`src/rtl/result_formatter_if.sv`:
```
// Signal bundle between a detection source / UART transmitter and the result formatter.
// detValid is a one-cycle pulse with no ready: it is accepted only when busy is low,
// otherwise it is dropped. txStart is a level request held until txDone is sampled high.
interface result_formatter_if #(
    parameter int W = 10
);
    logic         detValid;
    logic [2:0]   imageIDIn;
    logic         resultIn;
    logic [W-1:0] accIn;
    logic [W-1:0] x1In;
    logic [W-1:0] x2In;
    logic [W-1:0] y1In;
    logic [W-1:0] y2In;
    logic         txDone;

    logic         txStart;
    logic         txReset;
    logic [2:0]   imageID;
    logic         result;
    logic [3:0]   acc_1, acc_2, acc_3;
    logic [3:0]   bb1_1, bb1_2, bb1_3, bb1_4, bb1_5, bb1_6;
    logic [3:0]   bb2_1, bb2_2, bb2_3, bb2_4, bb2_5, bb2_6;
    logic         busy;
    logic         dropped;
    logic [1:0]   dbg_state;

    modport master (
        output detValid, imageIDIn, resultIn, accIn, x1In, x2In, y1In, y2In, txDone,
        input  txStart, txReset, imageID, result, acc_1, acc_2, acc_3,
        input  bb1_1, bb1_2, bb1_3, bb1_4, bb1_5, bb1_6,
        input  bb2_1, bb2_2, bb2_3, bb2_4, bb2_5, bb2_6,
        input  busy, dropped, dbg_state
    );

    modport slave (
        input  detValid, imageIDIn, resultIn, accIn, x1In, x2In, y1In, y2In, txDone,
        output txStart, txReset, imageID, result, acc_1, acc_2, acc_3,
        output bb1_1, bb1_2, bb1_3, bb1_4, bb1_5, bb1_6,
        output bb2_1, bb2_2, bb2_3, bb2_4, bb2_5, bb2_6,
        output busy, dropped, dbg_state
    );
endinterface

```
`src/rtl/result_formatter.sv`:
```
// Captures one detection result, converts five saturated values to 3-digit BCD with a
// single shared double-dabble unit, then hands the frame to a UART and clears it.
module result_formatter #(
    parameter int W    = 10,
    parameter int MAXV = 999
) (
    input  logic              clk,
    input  logic              reset,
    result_formatter_if.slave bus
);
    typedef enum logic [1:0] {IDLE = 2'd0, CONV = 2'd1, SEND = 2'd2, CLEAR = 2'd3} state_t;

    localparam int            CW       = (W > 1) ? $clog2(W) : 1;
    localparam logic [CW-1:0] LAST_BIT = CW'(W - 1);
    localparam logic [W-1:0]  MAXV_W   = W'(MAXV);

    function automatic logic [W-1:0] sat(input logic [W-1:0] v);
        return (v > MAXV_W) ? MAXV_W : v;
    endfunction

    function automatic logic [11:0] add3(input logic [11:0] d);
        logic [11:0] r;
        r = d;
        for (int i = 0; i < 3; i++) begin
            if (d[i*4 +: 4] >= 4'd5) r[i*4 +: 4] = d[i*4 +: 4] + 4'd3;
        end
        return r;
    endfunction

    state_t         state, state_nx;
    logic [W-1:0]   h_x1, h_x2, h_y1, h_y2;
    logic [2:0]     h_id;
    logic           h_res;
    logic [W-1:0]   bin_sr;
    logic [11:0]    bcd_sr;
    logic [CW-1:0]  bit_cnt;
    logic [2:0]     val_idx;
    logic [11:0]    stage [4];
    logic [11:0]    d_acc, d_x1, d_x2, d_y1, d_y2;
    logic [2:0]     id_q;
    logic           res_q;
    logic           dropped_q;

    logic [11+W:0]  shifted;
    logic [11:0]    new_bcd;
    logic [W-1:0]   new_bin;
    logic [W-1:0]   next_val;
    logic           word_done;

    // Correct every nibble, then shift the concatenated BCD/binary word by one.
    always_comb begin
        shifted   = {add3(bcd_sr), bin_sr} << 1;
        new_bcd   = shifted[11+W:W];
        new_bin   = shifted[W-1:0];
        word_done = (bit_cnt == LAST_BIT);
        case (val_idx)
            3'd0:    next_val = h_x1;
            3'd1:    next_val = h_x2;
            3'd2:    next_val = h_y1;
            3'd3:    next_val = h_y2;
            default: next_val = '0;
        endcase
    end

    always_comb begin
        state_nx = state;
        case (state)
            IDLE:    if (bus.detValid) state_nx = CONV;
            CONV:    if (word_done && val_idx == 3'd4) state_nx = SEND;
            SEND:    if (bus.txDone) state_nx = CLEAR;
            CLEAR:   state_nx = IDLE;
            default: state_nx = IDLE;
        endcase
    end

    always_ff @(posedge clk or negedge reset) begin
        if (!reset) state <= IDLE;
        else        state <= state_nx;
    end

    always_ff @(posedge clk or negedge reset) begin
        if (!reset) begin
            h_x1 <= '0; h_x2 <= '0; h_y1 <= '0; h_y2 <= '0;
            h_id <= '0; h_res <= 1'b0;
            bin_sr <= '0; bcd_sr <= '0; bit_cnt <= '0; val_idx <= '0;
            for (int i = 0; i < 4; i++) stage[i] <= '0;
            d_acc <= '0; d_x1 <= '0; d_x2 <= '0; d_y1 <= '0; d_y2 <= '0;
            id_q <= '0; res_q <= 1'b0;
            dropped_q <= 1'b0;
        end else begin
            if (bus.detValid && state != IDLE) dropped_q <= 1'b1;
            case (state)
                IDLE: begin
                    if (bus.detValid) begin
                        h_x1    <= sat(bus.x1In);
                        h_x2    <= sat(bus.x2In);
                        h_y1    <= sat(bus.y1In);
                        h_y2    <= sat(bus.y2In);
                        h_id    <= bus.imageIDIn;
                        h_res   <= bus.resultIn;
                        bin_sr  <= sat(bus.accIn);
                        bcd_sr  <= '0;
                        bit_cnt <= '0;
                        val_idx <= '0;
                    end
                end
                CONV: begin
                    if (word_done) begin
                        bin_sr  <= next_val;
                        bcd_sr  <= '0;
                        bit_cnt <= '0;
                        val_idx <= val_idx + 3'd1;
                        if (val_idx != 3'd4) begin
                            stage[val_idx[1:0]] <= new_bcd;
                        end else begin
                            // Whole frame becomes visible at once on entry to SEND.
                            d_acc <= stage[0];
                            d_x1  <= stage[1];
                            d_x2  <= stage[2];
                            d_y1  <= stage[3];
                            d_y2  <= new_bcd;
                            id_q  <= h_id;
                            res_q <= h_res;
                        end
                    end else begin
                        bin_sr  <= new_bin;
                        bcd_sr  <= new_bcd;
                        bit_cnt <= bit_cnt + CW'(1);
                    end
                end
                default: ;
            endcase
        end
    end

    assign bus.txStart   = (state == SEND);
    assign bus.txReset   = (state == CLEAR);
    assign bus.busy      = (state != IDLE);
    assign bus.dropped   = dropped_q;
    assign bus.dbg_state = state;
    assign bus.imageID   = id_q;
    assign bus.result    = res_q;

    assign {bus.acc_1, bus.acc_2, bus.acc_3} = d_acc;
    assign {bus.bb1_1, bus.bb1_2, bus.bb1_3} = d_x1;
    assign {bus.bb1_4, bus.bb1_5, bus.bb1_6} = d_x2;
    assign {bus.bb2_1, bus.bb2_2, bus.bb2_3} = d_y1;
    assign {bus.bb2_4, bus.bb2_5, bus.bb2_6} = d_y2;
endmodule

```
`src/flat_wrapper.sv`:
```
// flat-port wrapper written by rule: the top's interface ports become plain ports
module result_formatter_flat 
#(
    parameter int W    = 10,
    parameter int MAXV = 999
)
  (clk, reset, bus_detValid, bus_imageIDIn, bus_resultIn, bus_accIn, bus_x1In, bus_x2In, bus_y1In, bus_y2In, bus_txDone, bus_txStart, bus_txReset, bus_imageID, bus_result, bus_acc_1, bus_acc_2, bus_acc_3, bus_bb1_1, bus_bb1_2, bus_bb1_3, bus_bb1_4, bus_bb1_5, bus_bb1_6, bus_bb2_1, bus_bb2_2, bus_bb2_3, bus_bb2_4, bus_bb2_5, bus_bb2_6, bus_busy, bus_dropped, bus_dbg_state);
  result_formatter_if #(.W(W)) bus_i ();
  input  logic clk;
  input  logic reset;
  input wire logic [$bits(bus_i.detValid)-1:0] bus_detValid;
  input wire logic [$bits(bus_i.imageIDIn)-1:0] bus_imageIDIn;
  input wire logic [$bits(bus_i.resultIn)-1:0] bus_resultIn;
  input wire logic [$bits(bus_i.accIn)-1:0] bus_accIn;
  input wire logic [$bits(bus_i.x1In)-1:0] bus_x1In;
  input wire logic [$bits(bus_i.x2In)-1:0] bus_x2In;
  input wire logic [$bits(bus_i.y1In)-1:0] bus_y1In;
  input wire logic [$bits(bus_i.y2In)-1:0] bus_y2In;
  input wire logic [$bits(bus_i.txDone)-1:0] bus_txDone;
  output wire logic [$bits(bus_i.txStart)-1:0] bus_txStart;
  output wire logic [$bits(bus_i.txReset)-1:0] bus_txReset;
  output wire logic [$bits(bus_i.imageID)-1:0] bus_imageID;
  output wire logic [$bits(bus_i.result)-1:0] bus_result;
  output wire logic [$bits(bus_i.acc_1)-1:0] bus_acc_1;
  output wire logic [$bits(bus_i.acc_2)-1:0] bus_acc_2;
  output wire logic [$bits(bus_i.acc_3)-1:0] bus_acc_3;
  output wire logic [$bits(bus_i.bb1_1)-1:0] bus_bb1_1;
  output wire logic [$bits(bus_i.bb1_2)-1:0] bus_bb1_2;
  output wire logic [$bits(bus_i.bb1_3)-1:0] bus_bb1_3;
  output wire logic [$bits(bus_i.bb1_4)-1:0] bus_bb1_4;
  output wire logic [$bits(bus_i.bb1_5)-1:0] bus_bb1_5;
  output wire logic [$bits(bus_i.bb1_6)-1:0] bus_bb1_6;
  output wire logic [$bits(bus_i.bb2_1)-1:0] bus_bb2_1;
  output wire logic [$bits(bus_i.bb2_2)-1:0] bus_bb2_2;
  output wire logic [$bits(bus_i.bb2_3)-1:0] bus_bb2_3;
  output wire logic [$bits(bus_i.bb2_4)-1:0] bus_bb2_4;
  output wire logic [$bits(bus_i.bb2_5)-1:0] bus_bb2_5;
  output wire logic [$bits(bus_i.bb2_6)-1:0] bus_bb2_6;
  output wire logic [$bits(bus_i.busy)-1:0] bus_busy;
  output wire logic [$bits(bus_i.dropped)-1:0] bus_dropped;
  output wire logic [$bits(bus_i.dbg_state)-1:0] bus_dbg_state;
  assign bus_i.detValid = bus_detValid;
  assign bus_i.imageIDIn = bus_imageIDIn;
  assign bus_i.resultIn = bus_resultIn;
  assign bus_i.accIn = bus_accIn;
  assign bus_i.x1In = bus_x1In;
  assign bus_i.x2In = bus_x2In;
  assign bus_i.y1In = bus_y1In;
  assign bus_i.y2In = bus_y2In;
  assign bus_i.txDone = bus_txDone;
  assign bus_txStart = bus_i.txStart;
  assign bus_txReset = bus_i.txReset;
  assign bus_imageID = bus_i.imageID;
  assign bus_result = bus_i.result;
  assign bus_acc_1 = bus_i.acc_1;
  assign bus_acc_2 = bus_i.acc_2;
  assign bus_acc_3 = bus_i.acc_3;
  assign bus_bb1_1 = bus_i.bb1_1;
  assign bus_bb1_2 = bus_i.bb1_2;
  assign bus_bb1_3 = bus_i.bb1_3;
  assign bus_bb1_4 = bus_i.bb1_4;
  assign bus_bb1_5 = bus_i.bb1_5;
  assign bus_bb1_6 = bus_i.bb1_6;
  assign bus_bb2_1 = bus_i.bb2_1;
  assign bus_bb2_2 = bus_i.bb2_2;
  assign bus_bb2_3 = bus_i.bb2_3;
  assign bus_bb2_4 = bus_i.bb2_4;
  assign bus_bb2_5 = bus_i.bb2_5;
  assign bus_bb2_6 = bus_i.bb2_6;
  assign bus_busy = bus_i.busy;
  assign bus_dropped = bus_i.dropped;
  assign bus_dbg_state = bus_i.dbg_state;
  result_formatter #(.W(W), .MAXV(MAXV)) u_core (.clk(clk), .reset(reset), .bus(bus_i));
endmodule
```
`config.mk`:
```
export PLATFORM = sky130hd
export DESIGN_NAME = result_formatter_flat
export DESIGN_NICKNAME = d
export VERILOG_FILES = /design/src/rtl/result_formatter_if.sv /design/src/rtl/result_formatter.sv /design/src/flat_wrapper.sv
export SDC_FILE = /design/constraint.sdc
export NUM_CORES = 1
export LEC_CHECK = 0
export ABC_CLOCK_PERIOD_IN_PS = 1930
export CORE_MARGIN = 5
export CORE_UTILIZATION = 40
export CTS_CLUSTER_DIAMETER = 100
export DETAILED_ROUTE_END_ITERATION = 6
export DONT_BUFFER_PORTS = 1
export PLACE_DENSITY = 0.52
export SLEW_MARGIN = 20
export SYNTH_ARGS = -nofsm -noshare
export SYNTH_HDL_FRONTEND = slang
export SYNTH_SLANG_ARGS = --single-unit
```
`constraint.sdc`:
```
create_clock -name clk -period 1.93 [get_ports clk]
set_input_delay 0.386 -clock clk [delete_from_list [all_inputs] [get_ports clk]]
set_output_delay 0.386 -clock clk [all_outputs]
set_load 0.1 [all_outputs]
```
==> results.toml, run 1 <==
[run_status]
status = "finished with violations"
violations = "negative hold slack, negative setup slack"

[yosys]
ys.flop_type = "dfrtp_1"
synth_warnings = 0
netlist_area_mm2 = 0.007941
synth_edf_count = 0
ys_top_cells_by_area = "dfrtp_1, mux2_2, nand2_1, mux2_1, ha_1"
yosysUniqueCellTypes = 42
async_reset_ff_frac = 1.000
syn_inst = 638
synth_top_area_frac = 0.5924
yosys.area.top_type = "dfrtp_1"
yosysSeqAreaShare = 0.5924
ys_ff_latch = 188
syn-num-nets = 714
avgSynthCellArea_um2 = 12.45

[clock_tree]
htree_levels = 4
clk_pin_slew_ns = 0.08
cts_buffers = 17
ctsRootBufferMaster = "clkbuf_16"
cts_buffer_depth = 2
cts_tree = "built"
cts_sinks = 188
clkLatencyLatePin_ns = 0.44

[sta]
setup_tns_ns = -0.07853
rsz0062_at_grt = "true"
worstMarginPinSlew_ns = 0.9621
hold_slack_ns = -0.3579
hold_viol_final = 188
setup_viol = 3
fin_crit_ns = 1.981
slew_headroom = 0.3586
post-route-period-util = 1.027
finalMaxSlewViolations = 0
setup_ws_ns = -0.05134
max_freq_mhz = 504.7
skew_ns = 0.01306

[final_layout]
finalNonFillerCells = 960
layout_commonest_cell = "dfrtp_1"
multi_input_area_mm2 = 0.003252
final_net_count = 758
area_delta_synth_final_pct = 21.87
n_antenna_cell = 0
design_area_mm2 = 0.009678
drive_gt1_frac = 0.2978
fillers = 1730
mostFrequentLayoutCells = "dfrtp_1, nand2_1, mux2_2"
ff_latch_area_mm2 = 0.004712

[power]
total_power_uw = 13170
leakage_uw = 0.004700
powerDensity_mw_per_mm2 = 1361
ir_worst_vdd_uv = 748.2

[routing]
ant_nets = 0
vias = 5079
dr.first_iter.drc_count = 333
routed_via_density = 5.291
drc = 0
avgRoutedWirePerCell_um = 20.50
dr.pass1.iters = 4
wl_um = 19680

[placed_design]
placed_cells = 912
place_area_mm2 = 0.008547
gp_congestion = 0.7819
hpwl_um = 12910
io_buffers = 0

[floorplan]
ioPinCount = 128
die_x_um = 150.9
rows = 51
fp.dieH_um = 150.9
die_area_mm2 = 0.02277
core_area_mm2 = 0.01953
start_util = 0.4067

[global_route]
grt_antenna_before_repair = 1
grt_max_degree = 189
grt_pass1_vias = 5403
overflow = 0
grt.total_usage = 0.1716
grt_pass1_wl_um = 29990

[critical_path]
path_class = "reg -> out"
slowest_stage = "dfrtp_4"
cpMostUsedCell = "buf_12"
cp.required_ns = 1.54
arrival_ns = 1.60
reg2reg_from = "u_core.bus.dbg_state[0]$_DFFE_PN0P_"
critPathMaxStageDelay_ns = 0.51
endpoint_kind = "output port"
cp_max_fo = 3
crit_chain = "buf_12, clkinv_8, ha_4, clkinvlp_4, buf_12"
path_buf_inv = 4
startpoint = "u_core.bus.dbg_state[0]$_DFFE_PN0P_"
startpoint_type = "register"
cpLargestDelayFamily = "flip-flops"

[flow_run]
drv_cap = 0

[min_path]
hold_class = "in -> async"
per-layer routing:
metal	part of all wire	up-vias	global-route usage
met3	0.069	12	0.05715
met5	0.0010	-	0
met2	0.51	124	0.2907
li1	-	2350	-
met4	0.0050	2	0.04714
met1	0.42	2591	0.2102
worst paths after layout:
check	end	slack [ns]	depth (start not counted)
setup reg to reg	u_core.bcd_sr[10]$_DFFE_PN0P_	0.04	8
max in group asynchronous	u_core.bus.dbg_state[1]$_DFFE_PN0P_	1.79	0
min in group clk	u_core.h_x2[5]$_DFFE_PN0P_	0.06	2
hold reg to reg	u_core.h_id[1]$_DFFE_PN0P_	0.47	2
setup / recovery	bus_busy	-0.05	5
hold / removal	u_core.stage[10]$_DFFE_PN0P_	-0.36	0
registers in the layout, summed over array words and instances, names as in the netlist, 12 cells and up:
register,count
u_core.bcd_sr,12
u_core.d_acc,12
u_core.d_x1,12
u_core.d_x2,12
u_core.d_y1,12
u_core.d_y2,12
u_core.stage,48
cell usage after synthesis, types with 5 or more instances:
master and count:
a21oi_1 16, mux2i_1 5, a222oi_1 5, buf_2 9
inv_1 15, nand3_1 5, a22oi_1 20, o22a_1 12
mux2_2 79, nand2_1 100, mux2_1 30, a22o_1 19
nand2b_1 5, dfrtp_1 188, clkbuf_1 15, nor2_1 30
o21ai_0 24, ha_1 18, buf_4 5
final cells by class:
type | instances | area share
Inverter | 15 | 0.007757
Clock inverter | 14 | 0.02107
Multi-Input combinational cell | 405 | 0.3360
Sequential cell | 188 | 0.4869
Tap cell | 265 | 0.03426
Clock buffer | 18 | 0.04538
Timing Repair Buffer | 55 | 0.06865
worst reg2reg max path: cells and delay by family (launching register included):
family                     cells  cell delay (ns)
buffers and inverters          5             0.72
DFF                            1             0.45
AOI/OAI and AO/OA              1             0.24
muxes                          1             0.20
adders and majority gates      1             0.17
cell families (layout without fill, tap and decap cells):
kind of cell / after synthesis / in the layout / share of synthesized area
simple gates: 157 / 158 / 0.08398
flops: 188 / 188 / 0.5924
fa+ha+maj: 18 / 18 / 0.02836
xor+xnor: 3 / 3 / 0.003309
compound gates: 111 / 111 / 0.1027
mux: 115 / 115 / 0.1628
buf+inv: 46 / 102 / 0.02647
metrics by stage:
stage / hold WS [ns] / util / setup slack, ns
5_1_grt: -0.3833 / 0.4956 / -0.1017
3_5_place_dp: 0.09904 / 0.4377 / -0.02949
4_1_cts: -0.3688 / 0.4791 / -0.06671
6_report: -0.3579 / 0.4956 / -0.05134
3_3_place_gp: 0.09923 / 0.4377 / 0.005764
2_1_floorplan: 0.09041 / - / -0.2257
power breakdown:
part | internal [uW] | switching, uW
Clock | 2130 | 1640
Sequential | 4650 | 526
Combinational | 1860 | 2360
Total | 8640 | 4530
repair_timing:
item                                    in CTS  in global routing
endpoints found under the setup margin      87                117
buffers inserted                             6                  5
cloned                                       2                  3
hold endpoints to repair                   188                188
pin swaps                                    2                  3
resized for setup                           19                 46
No activity file was read; power rests on OpenSTA's default activity.
==> run 2, diff against run 1 <==
--- a/config.mk
+++ b/config.mk
@@ -5,6 +5,7 @@
 export SDC_FILE = /design/constraint.sdc
 export NUM_CORES = 1
 export LEC_CHECK = 0
+export ABC_AREA = 0
 export ABC_CLOCK_PERIOD_IN_PS = 1930
 export CORE_MARGIN = 5
 export CORE_UTILIZATION = 40
@@ -12,7 +13,6 @@
 export DETAILED_ROUTE_END_ITERATION = 6
 export DONT_BUFFER_PORTS = 1
 export PLACE_DENSITY = 0.52
-export SLEW_MARGIN = 20
 export SYNTH_ARGS = -nofsm -noshare
 export SYNTH_HDL_FRONTEND = slang
 export SYNTH_SLANG_ARGS = --single-unit
==> results of run 2 <==
Final layout, timing and power as in run 1 (identical DEF).
==> run 3, diff against run 2 <==
--- a/config.mk
+++ b/config.mk
@@ -8,11 +8,11 @@
 export ABC_AREA = 0
 export ABC_CLOCK_PERIOD_IN_PS = 1930
 export CORE_MARGIN = 5
-export CORE_UTILIZATION = 40
+export CORE_UTILIZATION = 25
 export CTS_CLUSTER_DIAMETER = 100
 export DETAILED_ROUTE_END_ITERATION = 6
 export DONT_BUFFER_PORTS = 1
-export PLACE_DENSITY = 0.52
+export PLACE_DENSITY = 0.36
 export SYNTH_ARGS = -nofsm -noshare
 export SYNTH_HDL_FRONTEND = slang
 export SYNTH_SLANG_ARGS = --single-unit
==> results.toml, run 3 (synthesis results as in run 1) <==
[run_status]
status = "finished with violations"
violations = "negative hold slack, negative setup slack"

[sta]
hold_slack_ns = -0.3638
fin_crit_ns = 1.982
worstMarginPinSlew_ns = 0.9979
max_freq_mhz = 504.5
finalMaxSlewViolations = 0
post-route-period-util = 1.027
rsz0062_at_grt = "true"
setup_viol = 51
skew_ns = 0.01470
hold_viol_final = 188
setup_ws_ns = -0.05229
slew_headroom = 0.3347

[critical_path]
slowest_stage = "dfrtp_4"
cp_max_fo = 3
cpMostUsedCell = "buf_12"
startpoint_type = "register"
cp.required_ns = 1.54
crit_chain = "buf_12, clkinv_8, ha_4, clkinvlp_4, buf_12"
path_class = "reg -> out"
arrival_ns = 1.60
critPathMaxStageDelay_ns = 0.50
endpoint_kind = "output port"

[power]
combPwrFrac = 0.328
powerDensity_mw_per_mm2 = 1286
p_sw_frac = 0.3529
leakage_uw = 0.004840
power_switching_uw = 4637
pwr-share-seq = 0.394
clockPowerShare = 0.278
p_int_uw = 8501
total_power_uw = 13140
ir_worst_vdd_uv = 632.2

[global_route]
overflow = 0
grt-busiest-layer = "met2"
grt_antenna_before_repair = 0
grt_pass1_wl_um = 33250
grt_util_met3 = 0.04353
use_met2 = 0.2017
use_met1 = 0.1505
grt_max_degree = 189
grt.total_usage = 0.1221
grt_pass1_vias = 5490

[routing]
vias = 5194
dr.first_iter.drc_count = 265
routed_via_density = 4.654
ant_nets = 0
drc = 0
avgRoutedWirePerCell_um = 19.97
wl_um = 22280
dr.pass1.iters = 5

[final_layout]
multi_input_area_mm2 = 0.003356
layout_commonest_cell = "dfrtp_1"
fillers = 3114
largest_register_ffs = 48
finalNonFillerCells = 1116
ff_latch_area_mm2 = 0.004712
n_antenna_cell = 0
drive_gt1_frac = 0.3053
mostFrequentLayoutCells = "dfrtp_1, nand2_1, mux2_4"
area_delta_synth_final_pct = 28.64
final_net_count = 778
regMostFlops = "u_core.stage"

[flow_run]
drv_cap = 0

[clock_tree]
cts_buffers = 17
cts_buffer_depth = 2
cts_tree = "built"
cts_sinks = 188
htree_levels = 4
ctsRootBufferMaster = "clkbuf_16"
clk_pin_slew_ns = 0.08
clkLatencyLatePin_ns = 0.44

[floorplan]
die_x_um = 188.2
rows = 65
fp.dieH_um = 188.2
core_area_mm2 = 0.03147
ioPinCount = 128
start_util = 0.2523
die_area_mm2 = 0.03543

[placed_design]
io_buffers = 0
placed_cells = 1066
hpwl_um = 14380
gp_congestion = 0.7787

[min_path]
hold_class = "in -> async"
run 3: cell count changes in the layout (fill, tap and decap cells not counted), moves of 3 or more:
cell,previous run,this run
buf_4,33,47
mux2_4,20,62
mux2_2,70,18
buf_6,5,2
inv_6,3,6
mux2_1,20,30
nor2_2,1,4
clkbuf_16,19,24
run 3: metrics by stage:
step	instance area (um^2)	worst slack (ns)	hold slack, ns	setup TNS (ns)	util
2_1_floorplan	8003	-0.2257	0.09041	-12.73	-
3_3_place_gp	8871	-0.09526	0.09865	-2.638	0.2819
3_5_place_dp	8871	-0.09528	0.09837	-4.310	0.2819
4_1_cts	9747	-0.1038	-0.3937	-0.9990	0.3097
5_1_grt	10220	-0.1337	-0.3935	-5.415	0.3246
6_report	10220	-0.05229	-0.3638	-0.9378	0.3246
run 3: routing by layer:
metal | up-vias | part of all wire
li1 | 2378 | -
met1 | 2653 | 0.42
met2 | 148 | 0.49
met3 | 15 | 0.073
met4 | 0 | 0.012
met5 | - | 0
run 3: critical path: cells and delay by family, from the launching register on:
kind,cells,cell delay [ns]
buffers and inverters,4,0.51
DFF,1,0.50
adders and majority gates,1,0.14
run 3: final timing paths:
check                      slack, ns                           startpoint                    endpoint  cells past startpoint
setup / recovery               -0.05  u_core.bus.dbg_state[0]$_DFFE_PN0P_                    bus_busy                      5
hold / removal                 -0.36                                reset  u_core.d_x2[8]$_DFFE_PN0P_                      0
setup reg to reg               -0.03  u_core.bus.dbg_state[1]$_DFFE_PN0P_  u_core.d_x2[4]$_DFFE_PN0P_                      8
hold reg to reg                 0.48           u_core.h_y1[6]$_DFFE_PN0P_  u_core.h_y1[6]$_DFFE_PN0P_                      2
max in group asynchronous       2.07                                reset  u_core.h_id[2]$_DFFE_PN0P_                      0
min in group clk                0.05                     bus_imageIDIn[0]  u_core.h_id[0]$_DFFE_PN0P_                      2
run 3: final cells by class:
type	count	area share
repair buffers	76	0.09455
flip-flops and latches	188	0.4612
clock buffers	17	0.04164
clock inverters	14	0.01751
inverters	15	0.007348
well taps	402	0.04923
multi-input cells	404	0.3285
run 3: repair_timing:
item,4_1_cts,5_1_grt
hold endpoints to repair,188,188
setup endpoints to repair,112,87
setup buffers,7,1
gates cloned,3,8
pin swaps,3,8
resized for setup,36,72
run 3: power groups by stage:
stage / logic [uW] / registers [uW] / clock network [uW]
final: 4310 / 5170 / 3660
after global routing: 4730 / 5260 / 3940
after CTS: 4270 / 5160 / 3790
after detailed placement: 4040 / 5220 / 0
after global placement: 3960 / 5210 / 0
after floorplan: 2380 / 5250 / 0
